File: config.mk
export PLATFORM = sky130hd
export DESIGN_NAME = debug_loader_flat
export DESIGN_NICKNAME = d
export VERILOG_FILES = /design/src/rtl/debug_loader_if.sv /design/src/rtl/debug_loader.sv /design/src/flat_wrapper.sv
export SDC_FILE = /design/constraint.sdc
export NUM_CORES = 1
export LEC_CHECK = 0
export BUFFER_PORTS_ARGS = -buffer_cell sky130_fd_sc_hd__buf_2
export CELL_PAD_IN_SITES_DETAIL_PLACEMENT = 1
export CELL_PAD_IN_SITES_GLOBAL_PLACEMENT = 2
export CORE_ASPECT_RATIO = 1.5
export CORE_MARGIN = 1
export CORE_UTILIZATION = 42
export CTS_BUF_LIST = sky130_fd_sc_hd__clkbuf_4 sky130_fd_sc_hd__clkbuf_8
export DETAILED_ROUTE_END_ITERATION = 16
export PLACE_DENSITY_LB_ADDON = 0.1
export SLEW_MARGIN = 20
export SYNTH_ARGS = -nofsm -noshare
export SYNTH_HDL_FRONTEND = slang
export SYNTH_SLANG_ARGS = --single-unit
File: constraint.sdc
create_clock -name i_clk -period 4.25 [get_ports i_clk]
set_input_delay 0.6375 -clock i_clk [delete_from_list [all_inputs] [get_ports i_clk]]
set_output_delay 0.6375 -clock i_clk [all_outputs]
set_load 0.005 [all_outputs]
File: src/rtl/debug_loader_if.sv
`default_nettype none
// ============================================================================
// Module      : debug_loader_if
// Description : Bundles the UART RX/TX handshake, the IMEM write port and the
//               datapath control/status signals seen by debug_loader.
//               slave  : debug_loader side (consumes RX/status, drives TX,
//                        IMEM and CPU control)
//               master : surrounding system side (UART pair, datapath)
// Revision    : 1.0 - initial release
// ============================================================================
interface debug_loader_if #(
    parameter int NBITS = 32,
    parameter int ABITS = 10
);
    logic [7:0]       i_rx_data;
    logic             i_rx_valid;
    logic             i_tx_busy;
    logic [7:0]       o_tx_data;
    logic             o_tx_start;
    logic             o_imem_we;
    logic [ABITS-1:0] o_imem_addr;
    logic [NBITS-1:0] o_imem_wdata;
    logic             o_cpu_en;
    logic             o_cpu_rst;
    logic [NBITS-1:0] i_pc;
    logic             i_halt;

    modport slave (
        input  i_rx_data, i_rx_valid, i_tx_busy, i_pc, i_halt,
        output o_tx_data, o_tx_start, o_imem_we, o_imem_addr, o_imem_wdata,
               o_cpu_en, o_cpu_rst
    );

    modport master (
        output i_rx_data, i_rx_valid, i_tx_busy, i_pc, i_halt,
        input  o_tx_data, o_tx_start, o_imem_we, o_imem_addr, o_imem_wdata,
               o_cpu_en, o_cpu_rst
    );
endinterface
`default_nettype wire

File: src/rtl/debug_loader.sv
`default_nettype none
// ============================================================================
// Module      : debug_loader
// Description : UART command front end for the pipelined datapath.
//               'L' loads N 32-bit words (count MSB first, data MSB first)
//               into IMEM, 'R' runs until halt, 'S' single-steps, 'X'
//               pulses the datapath reset. The PC is returned MSB first
//               after every step/halt; load and reset reply with one byte.
// Ports       : i_clk  - system clock, rising edge
//               i_rst  - asynchronous reset, active-low
//               bus    - debug_loader_if.slave (RX byte stream, TX request,
//                        IMEM write port, cpu_en/cpu_rst, pc/halt status)
// Revision    : 1.0 - initial release
// ============================================================================
module debug_loader #(
    parameter int NBITS    = 32,
    parameter int MEM_SIZE = 1024,
    parameter int ABITS    = 10
) (
    input  wire logic     i_clk,
    input  wire logic     i_rst,
    debug_loader_if.slave bus
);

    localparam int         NB         = NBITS / 8;
    localparam logic [7:0] C_CMD_LOAD = 8'h4C;
    localparam logic [7:0] C_CMD_RUN  = 8'h52;
    localparam logic [7:0] C_CMD_STEP = 8'h53;
    localparam logic [7:0] C_CMD_XRST = 8'h58;
    // Single-byte replies are left-aligned so the normal MSB-first TX path sends them.
    localparam logic [NBITS-1:0] C_REPLY_LOAD = NBITS'(C_CMD_LOAD) << (NBITS - 8);
    localparam logic [NBITS-1:0] C_REPLY_XRST = NBITS'(C_CMD_XRST) << (NBITS - 8);

    typedef enum logic [3:0] {
        S_IDLE    = 4'd0,
        S_LD_CNTH = 4'd1,
        S_LD_CNTL = 4'd2,
        S_LD_DATA = 4'd3,
        S_LD_END  = 4'd4,
        S_RUN     = 4'd5,
        S_STEP    = 4'd6,
        S_TX_SEND = 4'd7,
        S_TX_GAP  = 4'd8,
        S_TX_WAIT = 4'd9,
        S_CPURST  = 4'd10
    } state_t;

    state_t           r_state;
    logic [15:0]      r_word_total;
    logic [15:0]      r_word_cnt;
    logic [7:0]       r_byte_cnt;
    logic [7:0]       r_tx_left;
    logic [NBITS-1:0] r_shift;
    logic [NBITS-1:0] r_tx_buf;
    logic             r_step_done;
    logic             r_en_arm;
    logic [7:0]       r_tx_data;
    logic             r_tx_start;
    logic             r_imem_we;
    logic [ABITS-1:0] r_imem_addr;
    logic [NBITS-1:0] r_imem_wdata;
    logic             r_cpu_rst;

    logic [NBITS-1:0] w_word;
    logic             w_in_range;
    logic             w_last_word;

    // Word as it will look once the incoming byte is shifted in.
    always_comb begin
        w_word      = r_shift << 8;
        w_word[7:0] = bus.i_rx_data;
    end

    assign w_in_range  = ({16'd0, r_word_cnt} < 32'(MEM_SIZE));
    assign w_last_word = ((r_word_cnt + 16'd1) == r_word_total);

    always_ff @(posedge i_clk or negedge i_rst) begin
        if (!i_rst) begin
            r_state      <= S_IDLE;
            r_word_total <= '0;
            r_word_cnt   <= '0;
            r_byte_cnt   <= '0;
            r_tx_left    <= '0;
            r_shift      <= '0;
            r_tx_buf     <= '0;
            r_step_done  <= 1'b0;
            r_en_arm     <= 1'b0;
            r_tx_data    <= '0;
            r_tx_start   <= 1'b0;
            r_imem_we    <= 1'b0;
            r_imem_addr  <= '0;
            r_imem_wdata <= '0;
            r_cpu_rst    <= 1'b0;
        end else begin
            r_tx_start <= 1'b0;
            r_imem_we  <= 1'b0;
            case (r_state)
                S_IDLE: begin
                    if (bus.i_rx_valid) begin
                        case (bus.i_rx_data)
                            C_CMD_LOAD: begin
                                r_state   <= S_LD_CNTH;
                                r_cpu_rst <= 1'b1;
                            end
                            C_CMD_RUN: begin
                                r_state  <= S_RUN;
                                r_en_arm <= 1'b1;
                            end
                            C_CMD_STEP: begin
                                r_state     <= S_STEP;
                                r_en_arm    <= 1'b1;
                                r_step_done <= 1'b0;
                            end
                            C_CMD_XRST: begin
                                r_state   <= S_CPURST;
                                r_cpu_rst <= 1'b1;
                            end
                            default: ;
                        endcase
                    end
                end
                S_LD_CNTH: begin
                    if (bus.i_rx_valid) begin
                        r_word_total[15:8] <= bus.i_rx_data;
                        r_state            <= S_LD_CNTL;
                    end
                end
                S_LD_CNTL: begin
                    if (bus.i_rx_valid) begin
                        r_word_total[7:0] <= bus.i_rx_data;
                        r_word_cnt        <= '0;
                        r_byte_cnt        <= '0;
                        if ({r_word_total[15:8], bus.i_rx_data} == 16'd0) begin
                            r_state <= S_LD_END;
                        end else begin
                            r_state <= S_LD_DATA;
                        end
                    end
                end
                S_LD_DATA: begin
                    if (bus.i_rx_valid) begin
                        r_shift <= w_word;
                        if (r_byte_cnt == 8'(NB - 1)) begin
                            r_byte_cnt <= '0;
                            // Words beyond the memory are consumed but dropped; no wrap.
                            if (w_in_range) begin
                                r_imem_we    <= 1'b1;
                                r_imem_addr  <= ABITS'(r_word_cnt);
                                r_imem_wdata <= w_word;
                            end
                            r_word_cnt <= r_word_cnt + 16'd1;
                            if (w_last_word) begin
                                r_state <= S_LD_END;
                            end
                        end else begin
                            r_byte_cnt <= r_byte_cnt + 8'd1;
                        end
                    end
                end
                S_LD_END: begin
                    r_cpu_rst <= 1'b0;
                    r_tx_buf  <= C_REPLY_LOAD;
                    r_tx_left <= 8'd1;
                    r_state   <= S_TX_SEND;
                end
                S_RUN: begin
                    if (bus.i_halt) begin
                        r_en_arm  <= 1'b0;
                        r_tx_buf  <= bus.i_pc;
                        r_tx_left <= 8'(NB);
                        r_state   <= S_TX_SEND;
                    end
                end
                S_STEP: begin
                    // First cycle carries the enable; the PC is sampled one cycle
                    // later so it reflects the step just taken.
                    if (!r_step_done) begin
                        r_en_arm    <= 1'b0;
                        r_step_done <= 1'b1;
                    end else begin
                        r_tx_buf  <= bus.i_pc;
                        r_tx_left <= 8'(NB);
                        r_state   <= S_TX_SEND;
                    end
                end
                S_CPURST: begin
                    r_cpu_rst <= 1'b0;
                    r_tx_buf  <= C_REPLY_XRST;
                    r_tx_left <= 8'd1;
                    r_state   <= S_TX_SEND;
                end
                S_TX_SEND: begin
                    if (!bus.i_tx_busy) begin
                        r_tx_start <= 1'b1;
                        r_tx_data  <= r_tx_buf[NBITS-1 -: 8];
                        r_tx_buf   <= r_tx_buf << 8;
                        r_tx_left  <= r_tx_left - 8'd1;
                        r_state    <= S_TX_GAP;
                    end
                end
                S_TX_GAP: begin
                    // The UART needs a cycle to raise busy after a start request.
                    r_state <= S_TX_WAIT;
                end
                S_TX_WAIT: begin
                    if (!bus.i_tx_busy) begin
                        r_state <= (r_tx_left == 8'd0) ? S_IDLE : S_TX_SEND;
                    end
                end
                default: r_state <= S_IDLE;
            endcase
        end
    end

    // Enable drops in the very cycle halt is seen, hence the combinational gate.
    assign bus.o_cpu_en     = r_en_arm & ~bus.i_halt;
    assign bus.o_cpu_rst    = r_cpu_rst;
    assign bus.o_tx_data    = r_tx_data;
    assign bus.o_tx_start   = r_tx_start;
    assign bus.o_imem_we    = r_imem_we;
    assign bus.o_imem_addr  = r_imem_addr;
    assign bus.o_imem_wdata = r_imem_wdata;

endmodule
`default_nettype wire

File: src/flat_wrapper.sv
// flat-port wrapper written by rule: the top's interface ports become plain ports
module debug_loader_flat 
#(
    parameter int NBITS    = 32,
    parameter int MEM_SIZE = 1024,
    parameter int ABITS    = 10
)
  (i_clk, i_rst, bus_i_rx_data, bus_i_rx_valid, bus_i_tx_busy, bus_i_pc, bus_i_halt, bus_o_tx_data, bus_o_tx_start, bus_o_imem_we, bus_o_imem_addr, bus_o_imem_wdata, bus_o_cpu_en, bus_o_cpu_rst);
  debug_loader_if #(.NBITS(NBITS), .ABITS(ABITS)) bus_i ();
  input  wire logic i_clk;
  input  wire logic i_rst;
  input wire logic [$bits(bus_i.i_rx_data)-1:0] bus_i_rx_data;
  input wire logic [$bits(bus_i.i_rx_valid)-1:0] bus_i_rx_valid;
  input wire logic [$bits(bus_i.i_tx_busy)-1:0] bus_i_tx_busy;
  input wire logic [$bits(bus_i.i_pc)-1:0] bus_i_pc;
  input wire logic [$bits(bus_i.i_halt)-1:0] bus_i_halt;
  output wire logic [$bits(bus_i.o_tx_data)-1:0] bus_o_tx_data;
  output wire logic [$bits(bus_i.o_tx_start)-1:0] bus_o_tx_start;
  output wire logic [$bits(bus_i.o_imem_we)-1:0] bus_o_imem_we;
  output wire logic [$bits(bus_i.o_imem_addr)-1:0] bus_o_imem_addr;
  output wire logic [$bits(bus_i.o_imem_wdata)-1:0] bus_o_imem_wdata;
  output wire logic [$bits(bus_i.o_cpu_en)-1:0] bus_o_cpu_en;
  output wire logic [$bits(bus_i.o_cpu_rst)-1:0] bus_o_cpu_rst;
  assign bus_i.i_rx_data = bus_i_rx_data;
  assign bus_i.i_rx_valid = bus_i_rx_valid;
  assign bus_i.i_tx_busy = bus_i_tx_busy;
  assign bus_i.i_pc = bus_i_pc;
  assign bus_i.i_halt = bus_i_halt;
  assign bus_o_tx_data = bus_i.o_tx_data;
  assign bus_o_tx_start = bus_i.o_tx_start;
  assign bus_o_imem_we = bus_i.o_imem_we;
  assign bus_o_imem_addr = bus_i.o_imem_addr;
  assign bus_o_imem_wdata = bus_i.o_imem_wdata;
  assign bus_o_cpu_en = bus_i.o_cpu_en;
  assign bus_o_cpu_rst = bus_i.o_cpu_rst;
  debug_loader #(.NBITS(NBITS), .MEM_SIZE(MEM_SIZE), .ABITS(ABITS)) u_core (.i_clk(i_clk), .i_rst(i_rst), .bus(bus_i));
endmodule
Yosys cells after proc, flatten, opt, wreduce, memory -nomap -nowiden
Index checks and enable logic that the tools add are counted.
{ "classes": {"n_addsub": 3, "n_eq_ne": 31, "n_reduce_logical": 25, "muxes": 47, "bitwise": 3, "order_cmp": 1} }
{ "ops": {"columns": ["operator", "count"], "rows": [
  ["$pmux W32 S5", 1],
  ["$mux W32", 3],
  ["$mux W16", 3],
  ["$mux W8", 6],
  ["$mux W4", 10],
  ["$pmux W4 S10", 1],
  ["$eq A8 B7 Y1 const B", 4],
  ["$pmux W16 S2", 1],
  ["$pmux W8 S4", 1],
  ["$ne A2 B2 Y1 const B", 11],
  ["$add A16 B1 Y16 const B", 1],
  ["$eq A16 B16 Y1", 1],
  ["$eq A4 B3 Y1 const B", 4],
  ["$logic_not A16 Y1", 1],
  ["$lt A16 B11 Y1 const B", 1],
  ["$pmux W4 S4", 1],
  ["$pmux W8 S2", 1],
  ["$reduce_and A4 Y1", 4],
  ["$mux W1", 14],
  ["$eq A4 B4 Y1 const B", 3],
  ["$reduce_and A11 Y1", 1],
  ["$reduce_and A3 Y1", 3],
  ["$add A8 B1 Y8 const B", 1],
  ["$eq A4 B2 Y1 const B", 2],
  ["19 further kinds", 31]
]} }
{ "totals": {"out_inout_bits": 54, "input_bits": 45, "regBits": 163} }

Depth between registers and ports, before layout
Gate-level depths: netlist (run 1).
{ "depth": {"depth_word": 6, "ltp_mapped": 8, "depth_no_buf": 8} }

Worst setup path before layout (run 1)
Ideal clock, no wire load.
{ "synth_path": {"path_type": "flip-flop to flip-flop", "startpoint": "register u_core.r_word_cnt[0]", "endpoint": "register u_core.r_state[2]", "n_path_buf": 1, "period_less_slack_ps": 2220, "arrival_time_ps": 2155, "path_stages_with_launch": 9, "slack_ps": 2030, "cell_sequence": "dfrtp_1 -> ha_1 -> clkbuf_8 -> nand2_1 -> or3_1 -> a2111oi_0 -> o2111ai_1 -> o31ai_4 -> o211a_1"} }
{ "synth_via": {"elab_chain_len": 4} }
{ "synth_rtl": {"columns": ["element", "line_no", "rtl"], "rows": [
  ["start, declared", "debug_loader.sv:50", "logic [15:0] r_word_cnt;"],
  ["start signal, assigned", "debug_loader.sv:151", "r_word_cnt <= r_word_cnt + 16'd1;"],
  ["$add A16 B1 Y16", "debug_loader.sv:75", "assign w_last_word = ((r_word_cnt + 16'd1) == r_word_total);"],
  ["$eq A16 B16 Y1", "debug_loader.sv:75", null],
  ["$ne A2 B1 Y1 (no source line)", null, null],
  ["$reduce_and A11 Y1 (no source line)", null, null],
  ["end signal, assigned", "debug_loader.sv:207", "r_state <= (r_tx_left == 8'd0) ? S_IDLE : S_TX_SEND;"],
  ["end, declared", "debug_loader.sv:48", "state_t r_state;"]
]} }
No other way between the ends.
A chain may end at the register's enable or synchronous reset.

Worst setup path after layout (run 1)
{ "layout_path": {"startpoint": "register u_core.r_state[0]", "endpoint": "register u_core.r_tx_buf[30]"} }
{ "layout_via": {"elab_chain_len": 3, "word_cells_on_any_way": 11, "classes_between": "eq/ne: 8; mux: 1; reduce/logical: 2"} }
{ "layout_rtl": {"columns": ["element", "line_no", "rtl"], "rows": [
  ["$eq A4 B3 Y1 / $eq A4 B4 Y1 (equally long branches)", "debug_loader.sv:97", "case (r_state)"],
  ["$reduce_bool A5 Y1 (no source line) (tied with other cells)", null, null],
  ["$reduce_and A4 Y1 (no source line)", null, null],
  ["end signal, assigned", "debug_loader.sv:169", "r_tx_buf <= bus.i_pc;"],
  ["end signal, assigned", "debug_loader.sv:181", "r_tx_buf <= bus.i_pc;"],
  ["end signal, assigned", "debug_loader.sv:196", "r_tx_buf <= r_tx_buf << 8;"],
  ["end, declared", "debug_loader.sv:54", "logic [NBITS-1:0] r_tx_buf;"]
]} }
Parallel ways exist; a longest one is shown, timed or not.

==> tab_implementation.tex, run 1 <==
\begin{tabular}{lr}
\hline
Metric & Value \\
\hline
\multicolumn{2}{l}{\textbf{Yosys}} \\
\quad Post-Syn Nets & 766 \\
\quad Area leader, netlist & dfrtp\_1 \\
\quad Synthesized instance count & 718 \\
\quad Number of enable flip-flop cells after synthesis & 0 \\
\quad Most common cell in the netlist & dfrtp\_1 \\
\quad Commonest cells in the netlist & dfrtp\_1 (163), nand2\_1 (97), mux2\_2 (80), o21ai\_0 (71), nor2\_1 (46) \\
\quad Cell area after technology mapping & 7730 µm² \\
\quad Synth top area share & 0.528 \\
\quad Total number of yosys warnings & 0 \\
\quad Number of distinct library cells after synthesis & 67 \\
\quad Most frequently used flop master after synthesis & dfrtp\_1 \\
\quad Top cells by area in the synthesized netlist & dfrtp\_1 (53\%), mux2\_2 (12\%), nand2\_1 (4.7\%), o21ai\_0 (4.6\%), nor2\_1 (2.2\%) \\
\quad Fraction of synthesis flops using an asynchronous set or reset pin & 1.00 \\
\quad Sequential-to-total area share from yosys stat & 0.528 \\
\quad Number of flip-flops and latches in the synthesized netlist & 163 \\
\quad Per-instance average area after synthesis & 10.8 µm² \\
\multicolumn{2}{l}{\textbf{Route}} \\
\quad DRT Pass-1 Iters & 4 \\
\quad Number of nets with antenna violations after detailed routing & 0 \\
\quad Detailed-route via count & 5898 \\
\quad Final wirelength & 20.8 mm \\
\quad Routed vias/inst & 5.74 \\
\quad Count of routing violations after the opening detailed-route iteration & 245 \\
\quad Post-route DRC violation count & 0 \\
\quad Wire per inst & 20.3 µm \\
\multicolumn{2}{l}{\textbf{Floorplan}} \\
\quad Placeable core region & 17900 µm² \\
\quad Die width & 113 µm \\
\quad Effective utilization at floorplan & 0.431 \\
\quad Height of the die & 168 µm \\
\quad Top-Level Pins & 99 \\
\quad Area enclosed by the die boundary & 19000 µm² \\
\quad Row Count & 60 \\
\multicolumn{2}{l}{\textbf{STA}} \\
\quad Setup tns final & 0 ps \\
\quad RSZ-0062 raised after global routing & no \\
\quad Slew HR & 0.350 \\
\quad Number of failing hold endpoints at the final stage & 0 \\
\quad Final Cycle Share & 0.652 \\
\quad Worst-margin pin slew & 975 ps \\
\quad Fin. max-slew vios & 0 \\
\quad Finish-stage setup viols & 0 \\
\quad Post-layout min period & 2770 ps \\
\quad Clock skew & 11.0 ps \\
\quad Final hold slack & 319 ps \\
\quad Peak Freq & 361 MHz \\
\multicolumn{2}{l}{\textbf{Worst setup path}} \\
\quad Required time worst endpoint & 4570 ps \\
\quad Critical Path, Cell by Cell & nor3b\_1 > a31oi\_1 > nor2\_1 > o21bai\_4 > buf\_4 > nor2b\_1 > a31oi\_1 \\
\quad Critical path buffer and inverter count & 1 \\
\quad Flop-to-flop setup slack & 1480 ps \\
\quad Worst setup EP type & register \\
\quad Critical setup path kind & register to register \\
\quad Critical path arrival & 3090 ps \\
\quad Reg2reg path depth & 7 \\
\quad Cell seen most often among critical-path stages & a31oi\_1 \\
\quad Origin of the critical flop-to-flop path & u\_core.r\_state[0] \\
\quad Startpoint type of the worst setup path & register \\
\quad Family of cells with the greatest summed delay on the critical path & simple AND/OR/NAND/NOR gates \\
\quad Slowest stage delay, CP & 750 ps \\
\quad Slowest cell on the critical path & dfrtp\_1 \\
\quad Terminus of the critical flop-to-flop path & u\_core.r\_tx\_buf[30] \\
\quad Highest net fanout along the worst path & 58 \\
\multicolumn{2}{l}{\textbf{Clocking}} \\
\quad Clock tree root buffer cell & clkbuf\_8 \\
\quad Clock latency of the later-clocked register in the worst-skew pair & 460 ps \\
\quad Post-CTS repair timing setup buffer count & 0 \\
\quad TritonCTS buffer count & 17 \\
\quad Clk slew on worst S/H paths & 90 ps \\
\quad H-Tree Depth & 4 \\
\quad Cts repair resizes & 0 \\
\quad Cts hold-fix bufs & 0 \\
\quad Number of buffers on the longest clock path & 2 \\
\quad CTS sink cnt & 163 \\
\quad TritonCTS clock tree & done \\
\multicolumn{2}{l}{\textbf{GRT}} \\
\quad Maximum number of pins on one net before global-route repair & 101 \\
\quad Number of global-route vias before repair & 6260 \\
\quad Gr usage total & 0.235 \\
\quad First-pass GRT wire length & 33.8 mm \\
\quad Overflow left after global routing & 0 \\
\quad Antenna violations before repair & 0 \\
\multicolumn{2}{l}{\textbf{Place}} \\
\quad Placed Area & 8340 µm² \\
\quad Number of cells after detailed placement & 996 \\
\quad IO Port Bufs & 98 \\
\quad Post-detailed-placement half-perimeter wirelength & 14.9 mm \\
\quad Last weighted congestion value of the routability-driven placer & 0.823 \\
\multicolumn{2}{l}{\textbf{Cells and area}} \\
\quad Number of inserted diodes & 0 \\
\quad Non-filler cells, final & 1028 \\
\quad Finished Cell Area & 8740 µm² \\
\quad Area growth syn-to-layout & 13.0\% \\
\quad Post-layout nets & 846 \\
\quad Fraction of final layout cells sized beyond drive strength 1 & 0.284 \\
\multicolumn{2}{l}{\textbf{Pwr}} \\
\quad Power Dens Cells & 628 nW/µm² \\
\quad Worst supply voltage drop on vdd & 0.000244 V \\
\quad Leak pwr & 4.01 nW \\
\multicolumn{2}{l}{\textbf{Run status}} \\
\quad Run status & completed \\
\multicolumn{2}{l}{\textbf{Run}} \\
\quad Maxcap violations & 0 \\
\multicolumn{2}{l}{\textbf{Min path}} \\
\quad Path type of the worst min-delay path & input pin to async pin \\
\hline
\end{tabular}
## layer usage
| metal | routed length, µm | global-route usage |
|---|---|---|
| met5 | 0 | 0 |
| met4 | 580 | 0.0922 |
| met3 | 873 | 0.0565 |
| met2 | 11300 | 0.423 |
| met1 | 8110 | 0.264 |
## state kept, by name (all words and copies together), names as in the netlist, 10 cells and up
| name | count |
|---|---|
| u_core.r_shift | 24 |
| u_core.r_word_cnt | 16 |
| u_core.bus.o_imem_addr | 10 |
| u_core.r_tx_buf | 32 |
| u_core.bus.o_imem_wdata | 32 |
| u_core.r_word_total | 16 |
## layout by cell type (no fill, tap or decap), types with 3 or more instances in the layout
cell and count:
nand4_1 6, nor3_1 6, xor2_1 13, nand3_1 17, buf_2 97, o22ai_1 4, nor2_1 45, and3_1 6
nor3b_1 4, a21oi_1 14, a31oi_1 15, nand2b_1 7, nor4_1 8, or3_1 6, inv_1 7, dfrtp_1 163
buf_4 5, inv_6 4, nor2b_1 9, clkbuf_8 19, nand2_1 97, mux2_2 80, a21o_1 3, o21ai_0 71
mux2i_1 3, and4_1 4, ha_1 3, xnor2_1 8, o41ai_1 7, o31ai_1 6, a22oi_1 20
## cell families (layout without fill, tap and decap cells)
logic type	Yosys count	in the layout	share of synthesized area
AND/OR/NAND/NOR	233	233	0.151
flip-flops	163	163	0.528
AO/OA/AOI/OAI	162	162	0.134
multiplexers	85	85	0.123
buffers and inverters	51	144	0.0358
XOR/XNOR	21	21	0.0238
adder cells (fa/ha/maj)	3	3	0.00486
## worst max-delay path by stage
stage	slack [ps]	cells past startpoint	startpoint	end
6_report	1480	7	u_core.r_state[0]	u_core.r_tx_buf[30]
5_1_grt	1140	7	u_core.r_state[0]	u_core.r_tx_buf[27]
4_1_cts	1460	7	u_core.r_state[0]	u_core.r_tx_buf[30]
3_5_place_dp	1470	7	u_core.r_state[0]	u_core.r_tx_buf[30]
3_3_place_gp	1550	7	u_core.r_state[0]	u_core.r_tx_buf[27]
2_1_floorplan	2030	8	u_core.r_word_cnt[0]	u_core.r_state[2]
## metrics by stage
step / utilization / total power (W) / worst slack, ps
after global routing: 0.487 / 0.00587 / 1140
final: 0.487 / 0.00549 / 1480
after floorplan: - / 0.00369 / 2030
after global placement: 0.465 / 0.00430 / 1550
after detailed placement: 0.465 / 0.00441 / 1470
after CTS: 0.487 / 0.00557 / 1460
## final cells by class
class	count	area, µm²
clock buffers	21	277
clock inverters	11	116
fillers	1980	9210
inverters	7	26.3
multi-input cells	504	3390
flip-flops and latches	163	4080
well taps	217	272
repair buffers	105	574
## report_power, final
| group | total (W) | internal, W | switching (W) |
|---|---|---|---|
| clock network | 0.00114 | 0.000523 | 0.000618 |
| registers | 0.00249 | 0.00206 | 0.000437 |
| logic | 0.00186 | 0.000857 | 0.000999 |
(Power assumes the default switching activity.)
==> inputs of run 2 (changes only) <==
Settings changed: CORE_UTILIZATION 42 to 35.
Clock period 4.25 ns to 2.4 ns, I/O delays scaled along.
==> tab_implementation.tex, run 2 (same netlist as run 1, synthesis figures left out) <==
\begin{tabular}{lr}
\hline
Metric & Value \\
\hline
\multicolumn{2}{l}{\textbf{Run status}} \\
\quad Run status & completed \\
\multicolumn{2}{l}{\textbf{STA}} \\
\quad Peak Freq & 434 MHz (+20\%) \\
\quad Post-layout min period & 2300 ps (-465 ps) \\
\quad Number of failing hold endpoints at the final stage & 0 (unchanged) \\
\quad Clock skew & 13.1 ps (+2.15 ps) \\
\quad Slew HR & 0.466 (+0.116) \\
\quad Finish-stage setup viols & 0 (unchanged) \\
\quad Final Cycle Share & 0.960 (+0.308) \\
\quad RSZ-0062 raised after global routing & no \\
\quad Fin. max-slew vios & 0 (unchanged) \\
\quad Setup tns final & 0 ps (unchanged) \\
\quad Worst-margin pin slew & 799 ps (-177 ps) \\
\multicolumn{2}{l}{\textbf{Cells and area}} \\
\quad Post-layout nets & 882 (+4.3\%) \\
\quad Most common cell after layout, fill and taps aside & dfrtp\_1 \\
\quad Fraction of final layout cells sized beyond drive strength 1 & 0.318 (+0.0347) \\
\quad Most used cells in the layout excluding fill and tap cells & dfrtp\_1 (161), buf\_2 (97), nand2\_1 (96), mux2\_2 (80), o21ai\_0 (70) \\
\quad Filler Cells Inserted & 2431 (+23\%) \\
\quad Number of inserted diodes & 0 (unchanged) \\
\quad Area growth syn-to-layout & 18.3\% \\
\multicolumn{2}{l}{\textbf{Floorplan}} \\
\quad Effective utilization at floorplan & 0.357 (-0.0735) \\
\quad Top-Level Pins & 99 (unchanged) \\
\quad Placeable core region & 21600 µm² (+21\%) \\
\quad Height of the die & 184 µm (+9.4\%) \\
\quad Area enclosed by the die boundary & 22700 µm² (+20\%) \\
\quad Row Count & 66 (+10\%) \\
\quad Die width & 123 µm (+9.4\%) \\
\multicolumn{2}{l}{\textbf{Clocking}} \\
\quad H-Tree Depth & 4 (unchanged) \\
\quad Clock tree root buffer cell & clkbuf\_8 \\
\quad TritonCTS buffer count & 17 (unchanged) \\
\quad CTS sink cnt & 163 (unchanged) \\
\quad Number of buffers on the longest clock path & 2 (unchanged) \\
\quad Clock latency of the later-clocked register in the worst-skew pair & 470 ps (about the same) \\
\quad TritonCTS clock tree & done \\
\quad Clk slew on worst S/H paths & 90 ps (about the same) \\
\quad Post-CTS repair timing setup buffer count & 0 (unchanged) \\
\multicolumn{2}{l}{\textbf{Worst setup path}} \\
\quad Required time worst endpoint & 2800 ps (-1770 ps) \\
\quad Critical Path, Cell by Cell & buf\_4 > nand3\_1 > buf\_4 > nor4b\_1 > o22ai\_1 > o31ai\_4 > o211a\_1 \\
\quad Startpoint type of the worst setup path & register \\
\quad Worst setup EP type & register \\
\quad Family of cells with the greatest summed delay on the critical path & compound AO/OA/AOI/OAI gates \\
\quad Highest net fanout along the worst path & 9 (-84\%) \\
\quad Cell seen most often among critical-path stages & buf\_4 \\
\quad Slowest stage delay, CP & 550 ps (-200 ps) \\
\quad Slowest cell on the critical path & nor4b\_1 \\
\quad Critical path arrival & 2710 ps (-380 ps) \\
\quad Critical setup path kind & register to register \\
\quad Critical path buffer and inverter count & 2 (+1) \\
\multicolumn{2}{l}{\textbf{Place}} \\
\quad Last weighted congestion value of the routability-driven placer & 0.873 (+6.0\%) \\
\quad Post-detailed-placement half-perimeter wirelength & 16.5 mm (+10\%) \\
\quad IO Port Bufs & 98 (unchanged) \\
\multicolumn{2}{l}{\textbf{GRT}} \\
\quad Maximum number of pins on one net before global-route repair & 57 (-44\%) \\
\quad Number of global-route vias before repair & 6691 (+6.9\%) \\
\quad Antenna violations before repair & 0 (unchanged) \\
\quad Overflow left after global routing & 0 (unchanged) \\
\quad First-pass GRT wire length & 35.9 mm (+6.2\%) \\
\quad Gr usage total & 0.213 (-0.0218) \\
\multicolumn{2}{l}{\textbf{Route}} \\
\quad Final wirelength & 22.4 mm (+7.3\%) \\
\quad Post-route DRC violation count & 0 (unchanged) \\
\quad DRT Pass-1 Iters & 4 (unchanged) \\
\quad Number of nets with antenna violations after detailed routing & 0 (unchanged) \\
\quad Routed vias/inst & 5.40 (-5.9\%) \\
\quad Count of routing violations after the opening detailed-route iteration & 276 (+13\%) \\
\quad Detailed-route via count & 6032 (+2.3\%) \\
\quad Wire per inst & 20.0 µm (-1.3\%) \\
\multicolumn{2}{l}{\textbf{Pwr}} \\
\quad Worst supply voltage drop on vdd & 0.000372 V (+52\%) \\
\quad Leak pwr & 4.21 nW (+5.0\%) \\
\quad Power Dens Cells & 1100 nW/µm² (+75\%) \\
\quad Total Power Consumption & 0.0101 W (+83\%) \\
\multicolumn{2}{l}{\textbf{Min path}} \\
\quad Path type of the worst min-delay path & input pin to register \\
\multicolumn{2}{l}{\textbf{Run}} \\
\quad Maxcap violations & 0 (unchanged) \\
\hline
\end{tabular}
## run 2: cell types whose count changed in the layout (fill, tap and decap cells not counted), moves of 2 or more
| cell | change |
|---|---|
| buf_12 | +3 |
| dfrtp_2 | +2 |
| dfrtp_1 | -2 |
| clkbuf_4 | -2 |
| buf_4 | +32 |
## run 2: cell type report
| cell class | instances | area [µm²] | share of cell area |
|---|---|---|---|
| clock inverters | 10 | 124 | 0.0135 |
| clock buffers | 20 | 275 | 0.0301 |
| flip-flops and latches | 163 | 4080 | 0.446 |
| multi-input cells | 504 | 3410 | 0.373 |
| inverters | 7 | 26.3 | 0.00287 |
| well taps | 272 | 340 | 0.0372 |
| repair buffers | 141 | 885 | 0.0967 |
## run 2: through the flow
| step | std cells | util | hold slack, ps | cell area [µm²] | setup WS, ps |
|---|---|---|---|---|---|
| after global placement | 1086 | 0.403 | 360 | 8710 | 112 |
| after floorplan | 718 | - | 64.4 | 7730 | 180 |
| after CTS | 1117 | 0.422 | 90.2 | 9120 | 31.2 |
| after global routing | 1117 | 0.423 | 107 | 9150 | 8.06 |
| after detailed placement | 1086 | 0.403 | 365 | 8710 | 47.1 |
| final | 1117 | 0.423 | 125 | 9150 | 96.2 |
## run 2: final timing paths
path	from	endpoint	slack, ps	cells past startpoint
max in group asynchronous	i_rst	u_core.r_shift[6]	1230	3
worst min register to register	u_core.bus.o_tx_data[2]	u_core.bus.o_tx_data[2]	480	2
worst max register to register	u_core.r_word_cnt[2]	u_core.r_state[2]	100	7
min in group asynchronous	i_rst	u_core.r_word_cnt[13]	410	2
worst min-delay path	bus_i_pc[0]	u_core.r_tx_buf[0]	120	3
worst max-delay path	u_core.r_word_cnt[2]	u_core.r_state[2]	100	7
## run 2: power by group
part	total, W	leakage, nW	switching, W	internal (W)
clock	0.00207	0.204	0.00106	0.00101
combinational	0.00364	1.89	0.00193	0.00171
sequential	0.00436	2.12	0.000713	0.00364
total	0.0101	4.21	0.00370	0.00636
## run 2: worst reg2reg max path: stages, from the launching register on
cell and delay [ps]:
dfrtp_1 450, buf_4 210, nand3_1 90, buf_4 170, nor4b_1 550, o22ai_1 260
o31ai_4 320, o211a_1 200
## run 2: repair_timing
action                                  4_1_cts  5_1_grt
hold endpoints to repair                     51        0
resized for setup                             0        8
endpoints found under the setup margin        0       29
hold buffers                                  1        0
## run 2: metal layers
metal  wire [µm]  vias up  share of wire  global-route usage
met2       12300      122           0.55               0.389
li1            -     2811              -                   -
met4         714        0          0.032              0.0925
met3         831       45          0.037              0.0440
met1        8480     3054           0.38               0.231
met5           0        -              0                   0
